**src/rtl/tff_ctrl_pkg.sv**
```systemverilog
// Shared types for the TFF counter controller: FSM state encoding and direction codes.
// Latency: n/a (types only).
// Backpressure: n/a.
package tff_ctrl_pkg;

    typedef enum logic [1:0] {
        IDLE = 2'b00,
        RUN  = 2'b01,
        DONE = 2'b10
    } state_t;

    localparam logic UP = 1'b1;
    localparam logic DN = 1'b0;

endpackage

```
**src/rtl/tff_count_ctrl_if.sv**
```systemverilog
// Command/load/status bundle between a sequencing master and the TFF counter controller.
// Latency: n/a (wiring only).
// Backpressure: load_valid is held by the master until load_ready is seen high.
interface tff_count_ctrl_if #(
    parameter int WIDTH = 4
);
    logic             start;
    logic             stop;
    logic             up_dn;
    logic             one_shot;
    logic [WIDTH-1:0] mod_lim;
    logic             load_valid;
    logic [WIDTH-1:0] load_val;
    logic             load_ready;
    logic [WIDTH-1:0] t_out;
    logic [WIDTH-1:0] count;
    logic             busy;
    logic             tc;
    logic             done;

    modport master (
        output start, stop, up_dn, one_shot, mod_lim, load_valid, load_val,
        input  load_ready, t_out, count, busy, tc, done
    );

    modport slave (
        input  start, stop, up_dn, one_shot, mod_lim, load_valid, load_val,
        output load_ready, t_out, count, busy, tc, done
    );
endinterface

```
**src/rtl/tff.sv**
```systemverilog
// Single toggle flip-flop: q inverts on each core_clk edge where t is high.
// Latency: one edge from t to q.
// Backpressure: none.
module tff (
    input  logic core_clk,
    input  logic arst_n,
    input  logic t,
    output logic q
);
    always_ff @(posedge core_clk or negedge arst_n) begin
        if (!arst_n) begin
            q <= 1'b0;
        end else if (t) begin
            q <= ~q;
        end
    end
endmodule

```
**src/rtl/tff_bank.sv**
```systemverilog
// Bank of WIDTH toggle flip-flops whose q outputs form the counter value.
// Latency: one edge from t to q.
// Backpressure: none; every toggle vector is applied.
module tff_bank #(
    parameter int WIDTH = 4
) (
    input  logic             clk,
    input  logic             rst,
    input  logic [WIDTH-1:0] t,
    output logic [WIDTH-1:0] q
);
    logic arst_n;

    assign arst_n = ~rst;

    for (genvar i = 0; i < WIDTH; i++) begin : g_stage
        tff u_tff (
            .core_clk (clk),
            .arst_n   (arst_n),
            .t        (t[i]),
            .q        (q[i])
        );
    end
endmodule

```
**src/rtl/tff_count_ctrl.sv**
```systemverilog
// Drives a TFF bank as a programmable-modulus up/down counter with start/stop, load and one-shot.
// Latency: start at edge k gives the first step at edge k+1; a load lands one edge after handshake.
// Backpressure: load_ready is low in RUN, so loads are only taken in IDLE or DONE.
module tff_count_ctrl
    import tff_ctrl_pkg::*;
#(
    parameter int WIDTH = 4
) (
    input  logic              clk,
    input  logic              rst,
    tff_count_ctrl_if.slave   bus
);
    localparam logic [WIDTH-1:0] ONE = {{(WIDTH-1){1'b0}}, 1'b1};

    state_t           state_q;
    state_t           state_d;
    logic [WIDTH-1:0] lim_q;
    logic             dir_q;
    logic             os_q;
    logic             tc_q;
    logic             tc_d;
    logic             latch_en;
    logic             load_rdy;
    logic             load_fire;
    logic             wrap;
    logic [WIDTH-1:0] cnt;
    logic [WIDTH-1:0] nxt;
    logic [WIDTH-1:0] t_vec;

    tff_bank #(.WIDTH(WIDTH)) u_bank (
        .clk (clk),
        .rst (rst),
        .t   (t_vec),
        .q   (cnt)
    );

    // Out-of-range counts (above lim) take the wrap branch in either direction.
    always_comb begin
        wrap = 1'b0;
        nxt  = cnt;
        if (dir_q == UP) begin
            wrap = (cnt >= lim_q);
            nxt  = wrap ? '0 : cnt + ONE;
        end else begin
            wrap = (cnt == '0) || (cnt > lim_q);
            nxt  = wrap ? lim_q : cnt - ONE;
        end
    end

    assign load_rdy  = (state_q != RUN);
    assign load_fire = load_rdy & bus.load_valid;

    always_comb begin
        state_d  = state_q;
        t_vec    = '0;
        tc_d     = 1'b0;
        latch_en = 1'b0;
        case (state_q)
            RUN: begin
                if (bus.stop) begin
                    state_d = IDLE;
                end else begin
                    t_vec = cnt ^ nxt;
                    tc_d  = wrap;
                    if (wrap && os_q) begin
                        state_d = DONE;
                    end
                end
            end
            IDLE, DONE: begin
                // A load in the same cycle as start lands first; stepping begins next cycle.
                if (load_fire) begin
                    t_vec = cnt ^ bus.load_val;
                end
                if (bus.stop) begin
                    state_d = IDLE;
                end else if (bus.start) begin
                    state_d  = RUN;
                    latch_en = 1'b1;
                end
            end
            default: begin
                state_d = IDLE;
            end
        endcase
    end

    always_ff @(posedge clk or posedge rst) begin
        if (rst) begin
            state_q <= IDLE;
            tc_q    <= 1'b0;
        end else begin
            state_q <= state_d;
            tc_q    <= tc_d;
        end
    end

    always_ff @(posedge clk or posedge rst) begin
        if (rst) begin
            lim_q <= '0;
            dir_q <= UP;
            os_q  <= 1'b0;
        end else if (latch_en) begin
            lim_q <= bus.mod_lim;
            dir_q <= bus.up_dn;
            os_q  <= bus.one_shot;
        end
    end

    assign bus.load_ready = load_rdy;
    assign bus.t_out      = t_vec;
    assign bus.count      = cnt;
    assign bus.busy       = (state_q == RUN);
    assign bus.done       = (state_q == DONE);
    assign bus.tc         = tc_q;
endmodule

```
**src/flat_wrapper.sv**
```systemverilog
// flat-port wrapper written by rule: the top's interface ports become plain ports
module tff_count_ctrl_flat import tff_ctrl_pkg::*;
#(
    parameter int WIDTH = 4
)
  (clk, rst, bus_start, bus_stop, bus_up_dn, bus_one_shot, bus_mod_lim, bus_load_valid, bus_load_val, bus_load_ready, bus_t_out, bus_count, bus_busy, bus_tc, bus_done);
  tff_count_ctrl_if #(.WIDTH(WIDTH)) bus_i ();
  input  logic clk;
  input  logic rst;
  input wire logic [$bits(bus_i.start)-1:0] bus_start;
  input wire logic [$bits(bus_i.stop)-1:0] bus_stop;
  input wire logic [$bits(bus_i.up_dn)-1:0] bus_up_dn;
  input wire logic [$bits(bus_i.one_shot)-1:0] bus_one_shot;
  input wire logic [$bits(bus_i.mod_lim)-1:0] bus_mod_lim;
  input wire logic [$bits(bus_i.load_valid)-1:0] bus_load_valid;
  input wire logic [$bits(bus_i.load_val)-1:0] bus_load_val;
  output wire logic [$bits(bus_i.load_ready)-1:0] bus_load_ready;
  output wire logic [$bits(bus_i.t_out)-1:0] bus_t_out;
  output wire logic [$bits(bus_i.count)-1:0] bus_count;
  output wire logic [$bits(bus_i.busy)-1:0] bus_busy;
  output wire logic [$bits(bus_i.tc)-1:0] bus_tc;
  output wire logic [$bits(bus_i.done)-1:0] bus_done;
  assign bus_i.start = bus_start;
  assign bus_i.stop = bus_stop;
  assign bus_i.up_dn = bus_up_dn;
  assign bus_i.one_shot = bus_one_shot;
  assign bus_i.mod_lim = bus_mod_lim;
  assign bus_i.load_valid = bus_load_valid;
  assign bus_i.load_val = bus_load_val;
  assign bus_load_ready = bus_i.load_ready;
  assign bus_t_out = bus_i.t_out;
  assign bus_count = bus_i.count;
  assign bus_busy = bus_i.busy;
  assign bus_tc = bus_i.tc;
  assign bus_done = bus_i.done;
  tff_count_ctrl #(.WIDTH(WIDTH)) u_core (.clk(clk), .rst(rst), .bus(bus_i));
endmodule
```
**config.mk**
```make
export PLATFORM = sky130hd
export DESIGN_NAME = tff_count_ctrl_flat
export DESIGN_NICKNAME = d
export VERILOG_FILES = /design/src/rtl/tff_ctrl_pkg.sv /design/src/rtl/tff_count_ctrl_if.sv /design/src/rtl/tff.sv /design/src/rtl/tff_bank.sv /design/src/rtl/tff_count_ctrl.sv /design/src/flat_wrapper.sv
export SDC_FILE = /design/constraint.sdc
export NUM_CORES = 1
export LEC_CHECK = 0
export CAP_MARGIN = 15
export CORE_MARGIN = 3
export CORE_UTILIZATION = 50
export CTS_CLUSTER_SIZE = 10
export DETAILED_ROUTE_END_ITERATION = 8
export GPL_TIMING_DRIVEN = 0
export MAX_ROUTING_LAYER = met4
export PLACE_DENSITY = 0.86
export RECOVER_POWER = 25
export SETUP_SLACK_MARGIN = 0.15
export SLEW_MARGIN = 20
export SYNTH_ARGS = -nofsm -noshare
export SYNTH_HDL_FRONTEND = slang
export SYNTH_HIERARCHICAL = 1
export SYNTH_SLANG_ARGS = --single-unit
```
**constraint.sdc**
```tcl
create_clock -name clk -period 4.1 [get_ports clk]
set_clock_uncertainty 0.15 [all_clocks]
set_input_delay 0.82 -clock clk [delete_from_list [all_inputs] [get_ports clk]]
set_output_delay 0.82 -clock clk [all_outputs]
set_load 0.03 [all_outputs]
```
; Word-level counts from Yosys, hierarchy flattened
; Index checks and enable logic that the tools add are counted.
[classes]
magnitude_cmp = 2
n_bitwise = 7
n_eq_ne = 5
n_addsub = 2
n_mux = 17
reduce_logical = 6
[ops]
columns = cell, count
row1 = $mux W4, 5
row2 = $mux W2, 4
row3 = $pmux W4 S2, 1
row4 = $xor A4 B4 Y4, 2
row5 = $mux W1, 6
row6 = $add A4 B1 Y4 const B, 1
row7 = $ge A4 B4 Y1, 1
row8 = $gt A4 B4 Y1, 1
row9 = $logic_not A4 Y1, 1
row10 = $not A1 Y1, 4
row11 = $pmux W2 S2, 1
row12 = $sub A4 B1 Y4 const B, 1
row13 = $ne A3 B2 Y1 const B, 1
row14 = $ne A3 B3 Y1 const B, 1
row15 = $eq A2 B1 Y1 const B, 1
row16 = $eq A2 B2 Y1 const B, 1
row17 = $logic_not A2 Y1, 1
row18 = $ne A2 B1 Y1 const B, 1
row19 = $reduce_and A2 Y1, 1
row20 = $reduce_or A2 Y1, 1
row21 = $and A1 B1 Y1, 1
row22 = $logic_and A1 B1 Y1, 1
row23 = $logic_or A1 B1 Y1, 1
[totals]
out_inout_bits = 12
elab_cells = 48
in_bits = 15
reg_bits = 13

; Longest topological paths before layout
; Gate-level depths: netlist (run 1).
[logic_depth]
ltp_word = 7
ltp_mapped = 8
depth_no_buf = 8

; Hierarchy
; The synthesis (run 1) kept the hierarchy.
[modules_own_cells]
columns = module, instances, cells_per_inst, area_each_um2, seq_area_each_um2
row1 = tff_count_ctrl, 1, 103, 892.1, 226.5
row2 = tff, 4, 2, 33.8, 25.0
row3 = tff_bank, 1, 1, 3.8, 0.0

; Least setup slack after synthesis (run 1)
; OpenSTA, ideal clock, no wires.
[synth_timing]
path_kind = flip-flop to output port
from = register u_core.u_bank.g_stage[3].u_tff.q
to = output port bus_t_out[1]
arrival_time_ps = 2472
stages_incl_launch_ff = 7
setup_slack_ps = 658
t_required_ps = 3130
path_cell_list = dfrtp_1 ha_1 a21o_2 a21oi_4 a211oi_1 nor4_1 a2bb2oi_1
[synth_via]
elab_chain_len = 7
word_cells_on_any_way = 10
[synth_rtl]
columns = element, line
row1 = start: declaration, tff.sv:8  ; output logic q
row2 = start signal: assignment, tff.sv:14  ; q <= ~q;
row3 = $gt A4 B4 Y1 or $logic_not A4 Y1 (tied branches), tff_count_ctrl.sv:45  ; wrap = (cnt == '0) || (cnt > lim_q);
row4 = $logic_or A1 B1 Y1, tff_count_ctrl.sv:45
row5 = $mux W4, tff_count_ctrl.sv:46  ; nxt = wrap ? lim_q : cnt - ONE;
row6 = $mux W4 (*), tff_count_ctrl.sv:41  ; if (dir_q == UP) begin
row7 = $xor A4 B4 Y4 (*), tff_count_ctrl.sv:63  ; t_vec = cnt ^ nxt;
row8 = $mux W4 (*), tff_count_ctrl.sv:60  ; if (bus.stop) begin
row9 = $pmux W4 S2 (*), tff_count_ctrl.sv:58  ; case (state_q)
row10 = end: declaration, flat_wrapper.sv:18  ; output wire logic [$bits(bus_i.t_out)-1:0] bus_t_out;
; Every way passes the cells marked *; elsewhere a longest branch is shown, timed or not.

; Final worst setup path (run 1)
[layout_timing]
from = register u_core.u_bank.g_stage[1].u_tff.q
to = output port bus_t_out[2]
[layout_via]
elab_chain_len = 7
word_cells_on_any_way = 12
[layout_rtl]
columns = element, line
row1 = start: declaration, tff.sv:8
row2 = start signal: assignment, tff.sv:14
row3 = $gt A4 B4 Y1 or $logic_not A4 Y1 (tied branches), tff_count_ctrl.sv:45
row4 = $logic_or A1 B1 Y1, tff_count_ctrl.sv:45
row5 = $mux W4, tff_count_ctrl.sv:46
row6 = $mux W4 (*), tff_count_ctrl.sv:41
row7 = $xor A4 B4 Y4 (*), tff_count_ctrl.sv:63
row8 = $mux W4 (*), tff_count_ctrl.sv:60
row9 = $pmux W4 S2 (*), tff_count_ctrl.sv:58
; Marked as above.

==> impl_metrics.csv, run 1 <==
group,metric,value,unit
drt,drt_first_pass_iters,5,
sta,setup_viol,0,
pwr,p_seq_share,22.5,%
sta,worstMarginPinSlew,564,ps
clock_network,cts_sinks,13,
synthesis,ys.flop_type,"dfrtp_1",
clock_network,ctsHoldBuffers,0,
pwr,p_leak,0.594,nW
synthesis,yosys-top-cells-count,"12 x dfrtp_1, 10 x inv_1, 10 x nor2_1",
sta,post-route-min-period,3820,ps
drt,dr.first_iter.drc_count,36,
worst_setup_path,setup.worst_path.end_class,"output pin",
worst_setup_path,crit_required,3130,ps
placed_design,gp_congestion,0.857,
die,dieArea,0.00264,mm2
drt,route.detailed.drc,0,
sta,hold_viol,0,
worst_setup_path,start_kind,"register",
drt,wire_per_inst,15.4,um
global_routing,grt_max_degree,11,
die,die_width,51.4,um
synthesis,syn_area,0.00103,mm2
synthesis,synthArstFlopShare,100,%
clock_network,numCtsBuffers,3,
synthesis,ys_ff_latch,13,
pwr,p_int,0.000547,W
die,start_util,56.1,%
placed_design,place_ws,168,ps
drt,vias,987,
layout,drive_gt1_share,18.2,%
drt,drtAntennaViolNets,0,
pwr,combPwrFrac,70.2,%
clock_network,cts.path.max_buffers,2,
synthesis,synth_edf_count,0,
pwr,vdd_drop_max,0.000487,V
global_routing,overflow,0,
clock_network,clk_pin_slew,90,ps
sta,rsz0062_at_grt,"true",
synthesis,ys.warnings.count,6,
global_routing,antenna_found_initial,0,
job,cap_violations,0,
synthesis,synth_area_leaders,"dfrtp_1 29%, ha_1 7.3%, xor2_1 4.2%",
sta,final_max_slew_viol_count,0,
pwr,p_clk_share,7.4,%
pwr,switching_power,0.000573,W
worst_setup_path,critPathKind,"reg -> out",
synthesis,avgSynthCellArea,9.21,um2
run_status,status,"finished clean",
die,die_y,51.4,um
die,rows,15,
global_routing,grt_pass1_vias,936,
synthesis,synth_top_area_share,29.1,%
synthesis,yosys.cell_count.top_type,"dfrtp_1",
synthesis,synth_cells,112,
clock_network,cts_root_buffer,"clkbuf_4",
sta,finalCritPeriodShare,93.3,%
synthesis,synth_area_leader_cell,"dfrtp_1",
layout,area_growth,32.4,%
pwr,power_density,820,mW/mm2
placed_design,hpwl,2040,um
sta,maxSlewHeadroom,62.2,%
sta,setup_ws,276,ps
synthesis,syn_nets,133,
layout,n_antenna_cell,0,
die,coreArea,0.00184,mm2
clock_network,htree_levels,1,
sta,finalSetupTns,0,ps
global_routing,grt_pass1_wl,4260,um
worst_setup_path,cp_max_fo,9,
global_routing,grt_usage,21.9,%
placed_design,portBuffers,26,
synthesis,seq_area_frac_synth,31.7,%
drt,vias_per_cell,5.88,
pwr,p_sw_share,51.2,%
synthesis,synth_cell_types,45,
clock_network,clk-insertion-delay-late,280,ps
worst_hold_path,hold_path.class,"reg -> reg",
clock_network,cts_tree,"built",
layout,fin_nets,165,
drt,wl,2580,um
sta,fmax,0.261,GHz
worst_setup_path,cp_data_arrival_time,2850,ps
die,ios,27,
[state kept, by name, summed over array words and instances (netlist names)]
register and count:
u_core/u_bank/g_stage.u_tff/q 4, u_core/dir_q 1, u_core/os_q 1, u_core/state_q 2, u_core/bus.tc 1, u_core/lim_q 4
[placed cells by master, fill, tap and decap left out, drive strengths merged, types with 2 or more instances in the layout]
| cell | instances |
|---|---|
| inv | 10 |
| a31o | 2 |
| o21ai | 7 |
| buf | 2 |
| dlygate4sd2 | 3 |
| ha | 6 |
| mux2 | 3 |
| or2 | 3 |
| o211a | 2 |
| a221o | 2 |
| nand2b | 2 |
| xnor2 | 4 |
| xor2 | 5 |
| nor2b | 2 |
| nor3 | 2 |
| nor3b | 2 |
| dfrtp | 12 |
| nor2 | 10 |
| a21oi | 6 |
| clkdlybuf4s50 | 21 |
| clkbuf | 5 |
| o211ai | 3 |
| nand3 | 2 |
| nand2 | 6 |
| a21o | 2 |
[cell families after synthesis]
group,share of synthesized area (%)
simple gates,20.8
compound gates,25.2
flops,31.7
buf+inv,4.13
xor+xnor,7.65
fa+ha+maj,7.28
mux,3.28
[final timing paths]
check	from	endpoint	slack, ps	cells after the start
worst max-delay path	u_core/u_bank/g_stage[1].u_tff/q$_DFFE_PN0P_	bus_t_out[2]	280	7
worst min-delay path	u_core/u_bank/g_stage[2].u_tff/q$_DFFE_PN0P_	u_core/u_bank/g_stage[2].u_tff/q$_DFFE_PN0P_	370	1
worst max register to register	u_core/u_bank/g_stage[1].u_tff/q$_DFFE_PN0P_	u_core/u_bank/g_stage[2].u_tff/q$_DFFE_PN0P_	1480	7
worst min register to register	u_core/u_bank/g_stage[2].u_tff/q$_DFFE_PN0P_	u_core/u_bank/g_stage[2].u_tff/q$_DFFE_PN0P_	370	1
max in group asynchronous	rst	u_core/dir_q$_DFFE_PP1P_	2680	2
min in group asynchronous	rst	u_core/u_bank/g_stage[2].u_tff/q$_DFFE_PN0P_	740	2
[area by class of cell]
cell class | instances | area [um2]
timing repair buffer | 27 | 259
fill | 165 | 474
sequential | 13 | 330
tap | 25 | 31.3
buffer | 1 | 5.00
inverter | 10 | 37.5
clock buffer | 4 | 26.3
multi-input combinational | 88 | 676
[power by group through the flow]
stage          combinational, W  clock [W]  sequential, W
6_report               0.000786  0.0000823       0.000252
5_1_grt                0.000849  0.0000925       0.000261
4_1_cts                0.000749  0.0000840       0.000247
3_5_place_dp           0.000758          0       0.000249
3_3_place_gp           0.000732          0       0.000247
2_1_floorplan          0.000513          0       0.000274
[stage by stage]
| stage | hold WS (ps) | power, W | std cells | utilization (%) | cell area (um2) |
|---|---|---|---|---|---|
| 2_1_floorplan | 347 | 0.000787 | 112 | - | 1030 |
| 3_3_place_gp | 358 | 0.000979 | 163 | 71.9 | 1320 |
| 3_5_place_dp | 371 | 0.00101 | 163 | 71.9 | 1320 |
| 4_1_cts | 385 | 0.00108 | 167 | 73.1 | 1350 |
| 5_1_grt | 425 | 0.00120 | 168 | 74.2 | 1370 |
| 6_report | 375 | 0.00112 | 168 | 74.2 | 1370 |
[worst max-delay path: stages (launching register included)]
cell and delay [ps]:
dfrtp_2 490, ha_1 380, and2b_1 240, o211ai_1 360
nand3_1 200, o211a_1 240, a221o_1 310, dlygate4sd2_1 360
[repair_timing]
item	in CTS	in global routing
buffers inserted	0	1
endpoints found under the setup margin	4	3
pin swaps	0	1
gates resized for setup	5	7
cloned	0	0
[layer usage]
metal | routed length, um | track usage, %
met1 | 1140 | 27.5
met2 | 1290 | 36.9
met3 | 134 | 3.50
met4 | 15 | 5.24
met5 | 0 | -
(Power assumes the default switching activity.)
==> run 2: changes to the inputs <==
Settings changed: CORE_UTILIZATION 50 to 51, PLACE_DENSITY 0.86 to 0.87.
==> run 2 against run 1 <==
  * Combinational power barely moved
  * Sequential share of layout area barely moved
  * Hold slack improved by 8.4 ps
  * Sequential cell count did not move
  * Largest power group unchanged
==> impl_metrics.csv, run 2 (synthesis gave the netlist of run 1 again) <==
group,metric,value,unit
pwr,p_leak,0.590,nW
sta,hold_viol,0,
die,dieArea,0.00260,mm2
drt,wl,2620,um
pwr,power_density,820,mW/mm2
global_routing,antenna_found_initial,0,
worst_setup_path,ff2ff_setup_slack,1470,ps
pwr,p_seq_share,22.5,%
sta,setup_viol,0,
pwr,combPwrFrac,70.2,%
clock_network,cts.path.max_buffers,2,
clock_network,clk_pin_slew,90,ps
clock_network,clk-insertion-delay-late,280,ps
drt,drt_first_pass_iters,5,
die,die_y,51.0,um
pwr,p_int,0.000540,W
worst_setup_path,crit_buf_inv,1,
placed_design,gp_congestion,0.839,
global_routing,use_met1,30.0,%
sta,finalSetupTns,0,ps
worst_setup_path,worstRegToRegCells,7,
clock_network,cts_tree,"built",
pwr,switching_power,0.000578,W
worst_hold_path,min_path_cells,1,
pwr,p_sw_share,51.7,%
global_routing,grt_use_met3,5.25,%
drt,vias_per_cell,5.92,
clock_network,ctsHoldBuffers,0,
worst_setup_path,cp_data_arrival_time,2870,ps
drt,vias,988,
clock_network,cts_sinks,13,
global_routing,grt_use_met2,38.4,%
job,cap_violations,0,
layout,post-route-util,74.8,%
run_status,status,"finished clean",
placed_design,portBuffers,26,
sta,fmax,0.261,GHz
worst_setup_path,start_kind,"register",
sta,worstMarginPinSlew,558,ps
worst_setup_path,cp_top_family,"compound AO/OA/AOI/OAI gates",
layout,layout_common_cells,"21 x clkdlybuf4s50_1, 10 x inv_1, 10 x nor2_1",
pwr,p_clk_share,7.2,%
global_routing,grt_pass1_vias,968,
clock_network,cts_root_buffer,"clkbuf_4",
placed_design,hpwl,1940,um
die,coreArea,0.00182,mm2
layout,reg_top3,"u_core/lim_q (4), u_core/u_bank/g_stage.u_tff/q (4), u_core/state_q (2)",
layout,fin_nets,164,
clock_network,htree_levels,1,
global_routing,grt_max_degree,11,
global_routing,grt_usage,23.9,%
layout,n_antenna_cell,0,
worst_hold_path,hold_path.class,"reg -> reg",
global_routing,grt_pass1_wl,4570,um
worst_setup_path,cp_cell_sequence,"ha_1 > and2b_1 > o211ai_1 > nand3_1 > o211a_1 > a221o_1 > dlygate4sd2_1",
worst_setup_path,slowest_delay,490,ps
drt,route.detailed.drc,0,
worst_setup_path,worst-path-stages,7,
sta,maxSlewHeadroom,62.6,%
drt,dr.first_iter.drc_count,26,
die,die_width,51.0,um
sta,final_max_slew_viol_count,0,
drt,wire_per_inst,15.7,um
layout,area_growth,32.2,%
die,start_util,56.6,%
pwr,vdd_drop_max,0.000544,V
sta,rsz0062_at_grt,"false",
die,rows,15,
drt,drtAntennaViolNets,0,
worst_setup_path,crit_slowest_cell,"dfrtp_2",
worst_setup_path,cp_max_fo,9,
worst_setup_path,critPathKind,"reg -> out",
die,ios,27,
sta,finalCritPeriodShare,93.6,%
sta,post-route-min-period,3840,ps
worst_setup_path,setup.worst_path.end_class,"output pin",
layout,stdcell_count,167,
global_routing,grt-busiest-layer,"met2",
placed_design,dp_cells,163,
layout,mostFrequentLayoutCell,"clkdlybuf4s50_1",
worst_setup_path,crit_required,3130,ps
clock_network,post-cts-setup-buffers,0,
global_routing,overflow,0,
clock_network,numCtsBuffers,3,
layout,drive_gt1_share,18.3,%
[run 2: repair_timing]
action,in CTS,in global routing
setup endpoints to repair,4,2
pin swaps,0,1
resized for setup,4,8
[run 2: metal layers]
layer / vias up / routed length [um]
li1: 470 / -
met1: 464 / 1130
met2: 50 / 1280
met3: 4 / 181
met4: 0 / 31
met5: - / 0
[run 2: path summary, 6_finish.rpt]
path	start	to
setup reg to reg	u_core/u_bank/g_stage[1].u_tff/q$_DFFE_PN0P_	u_core/u_bank/g_stage[2].u_tff/q$_DFFE_PN0P_
hold reg to reg	u_core/os_q$_DFFE_PP0P_	u_core/os_q$_DFFE_PP0P_
min in group asynchronous	rst	u_core/u_bank/g_stage[0].u_tff/q$_DFFE_PN0P_
hold / removal	u_core/os_q$_DFFE_PP0P_	u_core/os_q$_DFFE_PP0P_
setup / recovery	u_core/u_bank/g_stage[1].u_tff/q$_DFFE_PN0P_	bus_t_out[2]
max in group asynchronous	rst	u_core/dir_q$_DFFE_PP1P_
[run 2: power by group through the flow]
stage | Combinational [W] | Sequential, W | Clock [W]
6_report | 0.000785 | 0.000252 | 0.0000808
5_1_grt | 0.000849 | 0.000260 | 0.0000885
4_1_cts | 0.000747 | 0.000246 | 0.0000830
3_5_place_dp | 0.000750 | 0.000248 | 0
3_3_place_gp | 0.000731 | 0.000245 | 0
2_1_floorplan | 0.000513 | 0.000274 | 0
[run 2: cell type report]
class / count / area (um2)
inverters: 10 / 37.5
repair buffers: 26 / 251
clock buffers: 4 / 26.3
well taps: 25 / 31.3
multi-input cells: 88 / 681
flip-flops and latches: 13 / 330
plain buffers: 1 / 5.00
fillers: 132 / 458
[run 2: stage by stage]
stage | total power [W] | setup slack, ps | instance area [um2] | hold slack (ps)
2_1_floorplan | 0.000787 | 658 | 1030 | 347
3_3_place_gp | 0.000976 | 191 | 1320 | 362
3_5_place_dp | 0.000998 | 165 | 1320 | 369
4_1_cts | 0.00108 | 202 | 1340 | 390
5_1_grt | 0.00120 | 155 | 1360 | 413
6_report | 0.00112 | 263 | 1360 | 383
[run 2: worst register-to-register path: stages (launching register included)]
cell,delay [ps]
dfrtp_2,490
ha_1,380
and2b_1,230
o211ai_1,360
nand3_1,200
o211a_1,250
a221o_1,310
xor2_1,150
